===== config.mk =====
export PLATFORM = sky130hd
export DESIGN_NAME = instmem_arbiter
export DESIGN_NICKNAME = d
export VERILOG_FILES = /design/src/rtl/instmem_arb_pkg.sv /design/src/rtl/starve_counter.sv /design/src/rtl/instmem_arbiter.sv
export SDC_FILE = /design/constraint.sdc
export NUM_CORES = 1
export LEC_CHECK = 0
export ABC_AREA = 1
export CAP_MARGIN = 5
export CELL_PAD_IN_SITES_DETAIL_PLACEMENT = 1
export CELL_PAD_IN_SITES_GLOBAL_PLACEMENT = 1
export CORE_MARGIN = 8
export CORE_UTILIZATION = 17
export CTS_CLUSTER_SIZE = 30
export DETAILED_ROUTE_END_ITERATION = 8
export HOLD_SLACK_MARGIN = 0.05
export MAX_ROUTING_LAYER = met4
export PLACE_DENSITY = 0.79
export REMOVE_ABC_BUFFERS = 1
export SLEW_MARGIN = 15
export SYNTH_ARGS = -nofsm -noshare
export SYNTH_HDL_FRONTEND = slang
export SYNTH_SLANG_ARGS = --single-unit

===== constraint.sdc =====
create_clock -name clk -period 1.9 [get_ports clk]
set_input_delay 0.57 -clock clk [delete_from_list [all_inputs] [get_ports clk]]
set_output_delay 0.57 -clock clk [all_outputs]
set_load 0.02 [all_outputs]

===== src/rtl/instmem_arb_pkg.sv =====
// Shared types and sizing for the instruction-memory arbiter and boot sequencer.
package instmem_arb_pkg;

    typedef enum logic {
        BOOT = 1'b0,
        RUN  = 1'b1
    } state_t;

    localparam int ADDR_W_DEF = 16;
    localparam int DATA_W_DEF = 32;
    localparam int STARVE_W   = 4;

endpackage


===== src/rtl/starve_counter.sv =====
// Saturating up-counter with synchronous clear; at_limit flags count == limit.
module starve_counter #(
    parameter int W = 4
) (
    input  logic         clk,
    input  logic         reset,
    input  logic         clr,
    input  logic         inc,
    input  logic [W-1:0] limit,
    output logic         at_limit
);

    logic [W-1:0] cnt;

    always_ff @(posedge clk) begin
        if (!reset) begin
            cnt <= '0;
        end else if (clr) begin
            cnt <= '0;
        end else if (inc && (cnt != limit)) begin
            cnt <= cnt + 1'b1;
        end
    end

    assign at_limit = (cnt == limit);

endmodule


===== src/rtl/instmem_arbiter.sv =====
// Single-port instruction memory arbiter: loader-only BOOT phase, then fetch-priority
// RUN phase with a starvation guard that bounds loader latency.
module instmem_arbiter
    import instmem_arb_pkg::*;
#(
    parameter int ADDR_W       = ADDR_W_DEF,
    parameter int DATA_W       = DATA_W_DEF,
    parameter int STARVE_LIMIT = 4
) (
    input  logic              clk,
    input  logic              reset,
    input  logic              f_req,
    input  logic [ADDR_W-1:0] f_addr,
    output logic              f_gnt,
    output logic              f_rvalid,
    output logic [DATA_W-1:0] f_rdata,
    input  logic              l_req,
    input  logic              l_we,
    input  logic [ADDR_W-1:0] l_addr,
    input  logic [DATA_W-1:0] l_wdata,
    output logic              l_gnt,
    output logic              l_rvalid,
    output logic [DATA_W-1:0] l_rdata,
    input  logic              l_done,
    output logic              boot,
    output logic              mem_write,
    output logic [ADDR_W-1:0] mem_addr,
    output logic [DATA_W-1:0] mem_datain,
    input  logic [DATA_W-1:0] mem_dataout
);

    state_t            state;
    logic [ADDR_W-1:0] addr_q;
    logic              f_rvalid_q;
    logic              l_rvalid_q;
    logic              at_limit;
    logic              in_run;

    // Handshake: a requester holds req/addr/data until the cycle its gnt is 1; that
    // cycle consumes the request. Reads return rvalid/rdata exactly one cycle later.
    always_comb begin
        in_run    = (state == RUN);
        l_gnt     = reset & l_req & (!in_run | !f_req | at_limit);
        f_gnt     = reset & in_run & f_req & !l_gnt;
        mem_write = l_gnt & l_we;
        if (l_gnt) begin
            mem_addr = l_addr;
        end else if (f_gnt) begin
            mem_addr = f_addr;
        end else begin
            mem_addr = addr_q;
        end
    end

    assign mem_datain = l_wdata;

    starve_counter #(
        .W(STARVE_W)
    ) u_starve (
        .clk      (clk),
        .reset    (reset),
        .clr      (!in_run | l_gnt),
        .inc      (in_run & l_req & !l_gnt),
        .limit    (STARVE_W'(STARVE_LIMIT)),
        .at_limit (at_limit)
    );

    always_ff @(posedge clk) begin
        if (!reset) begin
            state      <= BOOT;
            addr_q     <= '0;
            f_rvalid_q <= 1'b0;
            l_rvalid_q <= 1'b0;
        end else begin
            if (state == BOOT && l_done) begin
                state <= RUN;
            end
            if (l_gnt || f_gnt) begin
                addr_q <= mem_addr;
            end
            f_rvalid_q <= f_gnt;
            l_rvalid_q <= l_gnt & !l_we;
        end
    end

    // Gating with reset drops any response still in flight when reset arrives.
    assign f_rvalid = f_rvalid_q & reset;
    assign l_rvalid = l_rvalid_q & reset;
    assign f_rdata  = mem_dataout;
    assign l_rdata  = mem_dataout;
    assign boot     = (state == BOOT);

endmodule


==> metrics.md, run 1 <==
| Metric | Value |
|---|---|
| CTS H-tree lvls | `1` |
| Core area | `between 10000 and 15000 um^2` |
| Sequential area share after synthesis | `roughly 23%` |
| Worst skew pair latency | `0.26 ns` |
| IO Pins | `220` |
| Worst Hold Class | `flip-flop to flip-flop` |
| DRT met1 WL | `4.167 mm` |
| YS warnings | `0` |
| Final setup margin | `-0.2483 ns` |
| Gpl congestion | `about 0.75` |
| Top FF cell, synth | `dfxtp_1` |
| Effective utilization at floorplan | `roughly 17%` |
| Fin area | `around 3200 um^2` |
| Routed wl met2 | `about 5.1 mm` |
| Post-synth EDFFs | `0` |
| Number of port buffers | `59` |
| Crit path DAT | `1.58 ns` |
| Die height | `about 130 um` |
| Die ar. | `15770 um^2` |
| Wire length on met3 | `3.366 mm` |
| First-pass GRT wire length | `approximately 18 mm` |
| Final nets | `around 420` |
| CP Cell Sequence | `inv_2 > ha_4 > nand3_4 > nand2_8 > buf_12 > nand3_2 > nand2_2 > clkinv_2 > nand2_2 > buf_6` |
| Post-CTS Hold Buffers | `0` |
| Syn_area_per_cell | `approximately 7 um^2` |
| TritonCTS clock tree | `built` |
| Synth top area share | `between 30% and 40%` |
| CTS Buf Count | `3` |
| Critical path class | `flip-flop to output pin` |
| DR iter-0 viols | `35` |
| Clock share of power | `29.9%` |
| Synth-to-Final Area Change | `57.76%` |
| Fin. Hold Viols | `0` |
| Rel. slew slack | `between 70% and 80%` |
| Reg area | `462.9 um^2` |
| Gate power share | `between 30% and 40%` |
| Cell row count | `40` |
| Leading area contributor after synthesis | `buf_4` |
| Clk slew on worst S/H paths | `0.07 ns` |
| Critical Path Start Type | `flip-flop` |
| Area of the multi-input gates | `1035 um^2` |
| Crit path max fanout | `8` |
| HPWL after DPL | `9.976 mm` |
| Routed wire length | `12.72 mm` |
| Async SR Flop Fraction | `0%` |
| Pwr Density | `498.5 nW/um^2` |
| Critical path's most frequent cell | `nand2_2` |
| CP Capture Type | `output pin` |
| Final ANT Viol Nets | `0` |
| Clock sink count | `23` |
| Initial antenna violation count | `0` |
| Clock Root Buffer | `clkbuf_16` |
| Failing checks | `negative setup slack` |
| Die X | `around 130 um` |
| Critical path required time | `1.33 ns` |
| All-Layer GR Usage | `16.00%` |
| Final hold slack | `slightly below 0.6 ns` |
| # diodes | `0` |
| Routed WL per cell | `27.59 um` |
| Largest cells by area after synthesis | `buf_4, dfxtp_1, nand3_1, nand2_1, a21oi_1` |
| Status | `finished with violations` |
| Synthesized cell area | `2041 um^2` |
| Largest stage delay, worst path | `0.33 ns` |
| Synth cell count leaders | `buf_4, nand3_1, nand2_1, inv_1, dfxtp_1` |
| GR Overflow Total | `0` |
| Vias in the first global route | `between 2000 and 2500` |
| Leak Pwr | `1.389 nW` |
| Total iterations of the first detailed-routing run | `4` |
| Slowest cell on crit path | `dfxtp_2` |
| Internal power | `1.120 mW` |
| Most common cell in the netlist | `buf_4` |
| Number of fill cells | `1355` |
| Max Freq | `~470 MHz` |
| Synthesized instance count | `292` |
| Largest net degree at the start of global routing | `18` |
| Top layer reached by signal wires | `met4` |
| Vias/cell | `between 4 and 5` |
| Netlist cell types | `23` |
| Worst Skew | `0.004482 ns` |
| Pwr Total | `about 1.6 mW` |
| Tmin final | `roughly 2.1 ns` |
| # setup viols final | `19` |
| Tightest Pin Transition | `about 0.32 ns` |
| Max VDD drop | `~0.3 mV` |
| Seq cells post-synth | `23` |
| RSZ-0062 raised after global routing | `yes` |
| Layout cells sized above 1 | `about three fifths` |
| Area after DPL | `2365 um^2` |
| Number of remaining DRC errors | `0` |
| Via Count | `2026` |
| Sw Ratio | `slightly above 30%` |
| Switching power | `about 480 uW` |
| Maxcap violations | `0` |
| Fin crit share | `113.1%` |
| Final Slew Violations | `0` |
| Sequential share of power | `32.1%` |
| Clock Path Buffers | `2` |
placed cells by master (no fill, tap or decap), drive strengths merged:
cell type,instances
buf,84
ha,2
nor2,11
clkdlybuf4s50,34
o211ai,1
nand4,3
clkdlybuf4s15,1
inv,29
dfxtp,23
a21oi,19
clkinv,1
nor3,1
o21ai,1
dlygate4sd2,3
nand2,45
nand3,51
clkbuf,4
xor2,1
what timing repair did:
action	CTS	global route
setup buffers	18	4
pin swaps	21	22
gates resized for setup	207	57
cloned	5	0
endpoints found under the setup margin	40	20
routing by layer:
layer / vias up / track usage (%)
met5: - / -
met4: 0 / 2.507
met3: 10 / 19.51
met2: 198 / 21.42
met1: 941 / 14.39
li1: 877 / -
layout make-up:
cell class | instances | area share (%)
clock buffer | 4 | 2.449
sequential | 23 | 14.38
tap | 147 | 5.713
inverter | 30 | 4.081
multi-input combinational | 135 | 32.14
timing repair buffer | 122 | 41.24
flip-flops by register name, indices dropped and copies added (netlist names):
register and flops:
f_rvalid_q 1, addr_q 16, u_starve.cnt 4, in_run 1
l_rvalid_q 1
power by group through the flow:
stage | combinational [mW] | clock [mW] | sequential (mW)
final | 0.610 | 0.479 | 0.515
after floorplan | 0.159 | 0 | 0.524
after CTS | 0.564 | 0.500 | 0.515
after global placement | 0.410 | 0 | 0.522
after global routing | 0.652 | 0.508 | 0.517
after detailed placement | 0.418 | 0 | 0.524
path summary, 6_finish.rpt:
path	start	cells past startpoint	endpoint	slack, ns
setup / recovery	u_starve.cnt[0]	10	mem_addr[6]	-0.25
setup reg to reg	u_starve.cnt[0]	14	addr_q[0]	0.11
hold / removal	addr_q[3]	4	addr_q[3]	0.58
hold reg to reg	addr_q[3]	4	addr_q[3]	0.58
critical path: cells and delay by family (launching register included):
| kind | cells | cell delay (ns) |
|---|---|---|
| adders and majority gates | 1 | 0.15 |
| buffers and inverters | 4 | 0.40 |
| DFF | 1 | 0.33 |
| and+or+nand+nor | 5 | 0.43 |
cell families (layout without fill, tap and decap cells):
| group | Yosys count | count (layout) | synth area share [%] |
|---|---|---|---|
| simple gates | 111 | 111 | 26.30 |
| xor+xnor | 1 | 1 | 0.4293 |
| flops | 23 | 23 | 22.56 |
| compound gates | 21 | 21 | 5.273 |
| fa+ha+maj | 2 | 2 | 1.226 |
| buf+inv | 134 | 156 | 44.21 |
metrics by stage:
stage	setup TNS, ns	utilization [%]	worst slack [ns]	std cells
5_1_grt	-4.994	27.14	-0.3213	461
2_1_floorplan	-3.569	-	-0.3889	188
3_3_place_gp	-30.30	19.94	-1.230	434
6_report	-3.865	27.14	-0.2483	461
3_5_place_dp	-31.80	19.94	-1.263	434
4_1_cts	-3.966	25.47	-0.2439	458
(Power assumes the default switching activity.)
==> run 2: changes to the inputs <==
--- a/config.mk
+++ b/config.mk
@@ -10,12 +10,12 @@
 export CELL_PAD_IN_SITES_DETAIL_PLACEMENT = 1
 export CELL_PAD_IN_SITES_GLOBAL_PLACEMENT = 1
 export CORE_MARGIN = 8
-export CORE_UTILIZATION = 17
+export CORE_UTILIZATION = 19
 export CTS_CLUSTER_SIZE = 30
 export DETAILED_ROUTE_END_ITERATION = 8
 export HOLD_SLACK_MARGIN = 0.05
 export MAX_ROUTING_LAYER = met4
-export PLACE_DENSITY = 0.79
+export PLACE_DENSITY = 0.87
 export REMOVE_ABC_BUFFERS = 1
 export SLEW_MARGIN = 15
 export SYNTH_ARGS = -nofsm -noshare
==> constraint.sdc (replaced) <==
create_clock -name clk -period 2.5 [get_ports clk]
set_input_delay 0.75 -clock clk [delete_from_list [all_inputs] [get_ports clk]]
set_output_delay 0.75 -clock clk [all_outputs]
set_load 0.02 [all_outputs]
==> run 2 against run 1 <==
The run now ends clean. Die area fell by 9.2%. Register-to-register slack improved by 0.78 ns. Hold slack got worse by 0.0042 ns. Clock power fell by 47%. Clock skew fell by 0.0023 ns. Global-route usage rose by 1.9 points. Non-clock buffer count fell by 16. Count of clock-buffer cells in the layout did not move. Utilization fell by 2.2 points. Sequential cell count did not move. Combinational power fell by 42%.
==> metrics.md, run 2 (synthesis results as in run 1) <==
| Metric | Value |
|---|---|
| Gpl congestion | `0.8246 (+9.5%)` |
| Maxcap violations | `0 (unchanged)` |
| Tmin final | `approximately 2.5 ns` |
| CP Cell Sequence | `buf_2 > nand2_4 > nor2_4 > buf_6 > buf_4 > buf_4 > nand3_2 > nand2_2 > buf_6` |
| Crit path max fanout | `3 (-5)` |
| # diodes | `0 (unchanged)` |
| First-pass GRT wire length | `17.37 mm (-1.1%)` |
| Routed wire length | `13.06 mm (+2.6%)` |
| GR Overflow Total | `0 (unchanged)` |
| Total iterations of the first detailed-routing run | `4 (unchanged)` |
| Largest net degree at the start of global routing | `18 (unchanged)` |
| Top delay family on crit path | `buffers and inverters` |
| Fin. Hold Viols | `0 (unchanged)` |
| Pwr Density | `375.9 nW/um^2 (-25%)` |
| Vias/cell | `4.390 (-0.12%)` |
| Clock Root Buffer | `clkbuf_8` |
| Tightest Pin Transition | `0.2963 ns (-0.02790 ns)` |
| IO Pins | `220 (unchanged)` |
| Worst path bufs/invs | `5 (+1)` |
| Number of remaining DRC errors | `0 (unchanged)` |
| Final Slew Violations | `0 (unchanged)` |
| TritonCTS clock tree | `built` |
| Die ar. | `14310 um^2 (-9.2%)` |
| Effective utilization at floorplan | `19.16% (+2.0 points)` |
| Core area | `10650 um^2 (-10%)` |
| CTS Buf Count | `3 (unchanged)` |
| Vias in the first global route | `2117 (-7.2%)` |
| Final core occ | `24.92% (-2.2 points)` |
| Largest stage delay, worst path | `0.14 ns (-0.19 ns)` |
| Critical Path Start Type | `primary input` |
| Worst Skew | `0.002148 ns (-0.002334 ns)` |
| CTS H-tree lvls | `1 (unchanged)` |
| CP Capture Type | `output pin` |
| Slowest cell on crit path | `nor2_4` |
| Synth-to-Final Area Change | `30.04%` |
| Critical path required time | `1.75 ns (+0.42 ns)` |
| Largest register by flop count | `addr_q` |
| Cells after DPL | `426 (-1.8%)` |
| Crit path DAT | `1.72 ns (+0.14 ns)` |
| Routed WL per cell | `29.74 um (+7.8%)` |
| Most frequent cells in the layout | `buf_4, nand3_1, nand2_1` |
| Die height | `119.6 um (-4.7%)` |
| Final Non-Filler Cells | `439 (-4.8%)` |
| Number of fill cells | `1320 (-2.6%)` |
| Fin crit share | `98.90%` |
| Status | `completed` |
| Die X | `119.6 um (-4.7%)` |
| Commonest non-fill, non-tap cell in the layout | `buf_4` |
| Cell row count | `38 (-5.0%)` |
| Via Count | `1927 (-4.9%)` |
| Layout cells sized above 1 | `35.45% (-25 points)` |
| Max VDD drop | `0.1617 mV (-47%)` |
| Top flop regs | `addr_q: 16 flops, u_starve.cnt: 4 flops` |
| Max Freq | `404.5 MHz` |
| Clock sink count | `23 (unchanged)` |
| Worst skew pair latency | `0.27 ns (about the same)` |
| HPWL after DPL | `10.83 mm (+8.5%)` |
| Clk slew on worst S/H paths | `0.09 ns (+0.02 ns)` |
| Final ANT Viol Nets | `0 (unchanged)` |
| Worst Hold Class | `flip-flop to flip-flop` |
| Critical path class | `primary input to output pin` |
| Clock Path Buffers | `2 (unchanged)` |
| Number of port buffers | `59 (unchanged)` |
| # setup viols final | `0 (-19)` |
| All-Layer GR Usage | `17.85% (+1.9 points)` |
| Rel. slew slack | `80.16% (+1.9 points)` |
| Initial antenna violation count | `0 (unchanged)` |
| Leak Pwr | `1.220 nW (-12%)` |
| DR iter-0 viols | `42 (+20%)` |
| Final nets | `404 (-3.6%)` |
| Max FFs per register | `16 (unchanged)` |
## run 2: changes by cell type in the layout (fill, tap and decap cells not counted), moves of 4 or more
cell / previous run / this run
nand3_4: 6 / 1
inv_2: 16 / 6
nand3_2: 33 / 11
nand3_1: 12 / 39
buf_16: 5 / 1
inv_1: 8 / 17
nand2_1: 12 / 37
nand2_2: 28 / 4
buf_6: 33 / 14
## run 2: final cells by class
| type | count | area (um^2) | share of cell area, % |
|---|---|---|---|
| timing repair buffer | 106 | 1040 | 39.18 |
| multi-input combinational | 136 | 795.8 | 29.99 |
| tap | 140 | 175.2 | 6.601 |
| clock buffer | 4 | 45.04 | 1.697 |
| sequential | 23 | 465.4 | 17.54 |
| inverter | 30 | 132.6 | 4.998 |
## run 2: metal layers
layer | up-vias | global-route usage (%) | wire (um)
met5 | - | - | 0
li1 | 842 | - | -
met1 | 899 | 15.33 | 4140
met3 | 8 | 18.88 | 2996
met2 | 178 | 26.96 | 5829
met4 | 0 | 2.888 | 90
## run 2: worst reg2reg max path, cell delays in order (launching register included)
cell	delay (ns)
dfxtp_4	0.37
inv_4	0.04
ha_4	0.16
nand3_4	0.11
nand2_8	0.09
buf_12	0.14
nand2_8	0.13
buf_4	0.14
nand3_1	0.14
nor3_1	0.21
## run 2: through the flow
| stage | area (um^2) | setup WS, ns | hold slack (ns) | TNS (ns) | power [mW] |
|---|---|---|---|---|---|
| 6_report | 2654 | 0.02755 | 0.5751 | 0 | 0.9975 |
| 5_1_grt | 2654 | -0.01956 | 0.6230 | -0.03100 | 1.049 |
| 4_1_cts | 2580 | 0.0003261 | 0.5235 | 0 | 0.9978 |
| 3_5_place_dp | 2349 | -0.9271 | 0.5358 | -16.96 | 0.7083 |
| 3_3_place_gp | 2349 | -0.8582 | 0.5160 | -16.21 | 0.7013 |
| 2_1_floorplan | 1252 | -0.1489 | 0.4719 | -0.1489 | 0.5189 |
## run 2: timing repair
item / CTS / global route
cloned: 2 / 0
hold buffers: 0 / 0
buffers inserted: 6 / 1
pin swaps: 8 / 5
setup endpoints to repair: 21 / 20
resized for setup: 131 / 28
## run 2: final timing paths
check	from	endpoint	slack, ns	cells after the start
worst max-delay path	f_req	mem_addr[4]	0.03	9
worst min-delay path	addr_q[10]	addr_q[10]	0.58	4
worst max register to register	u_starve.cnt[0]	u_starve.cnt[1]	0.89	9
worst min register to register	addr_q[10]	addr_q[10]	0.58	4
## run 2: report_power, final
group          leakage, nW  total (mW)  switching, mW  internal (mW)
Clock               0.0228       0.254          0.140          0.114
Sequential           0.189       0.390        0.00599          0.384
Combinational         1.01       0.354          0.174          0.180
Total                 1.22       0.998          0.319          0.678
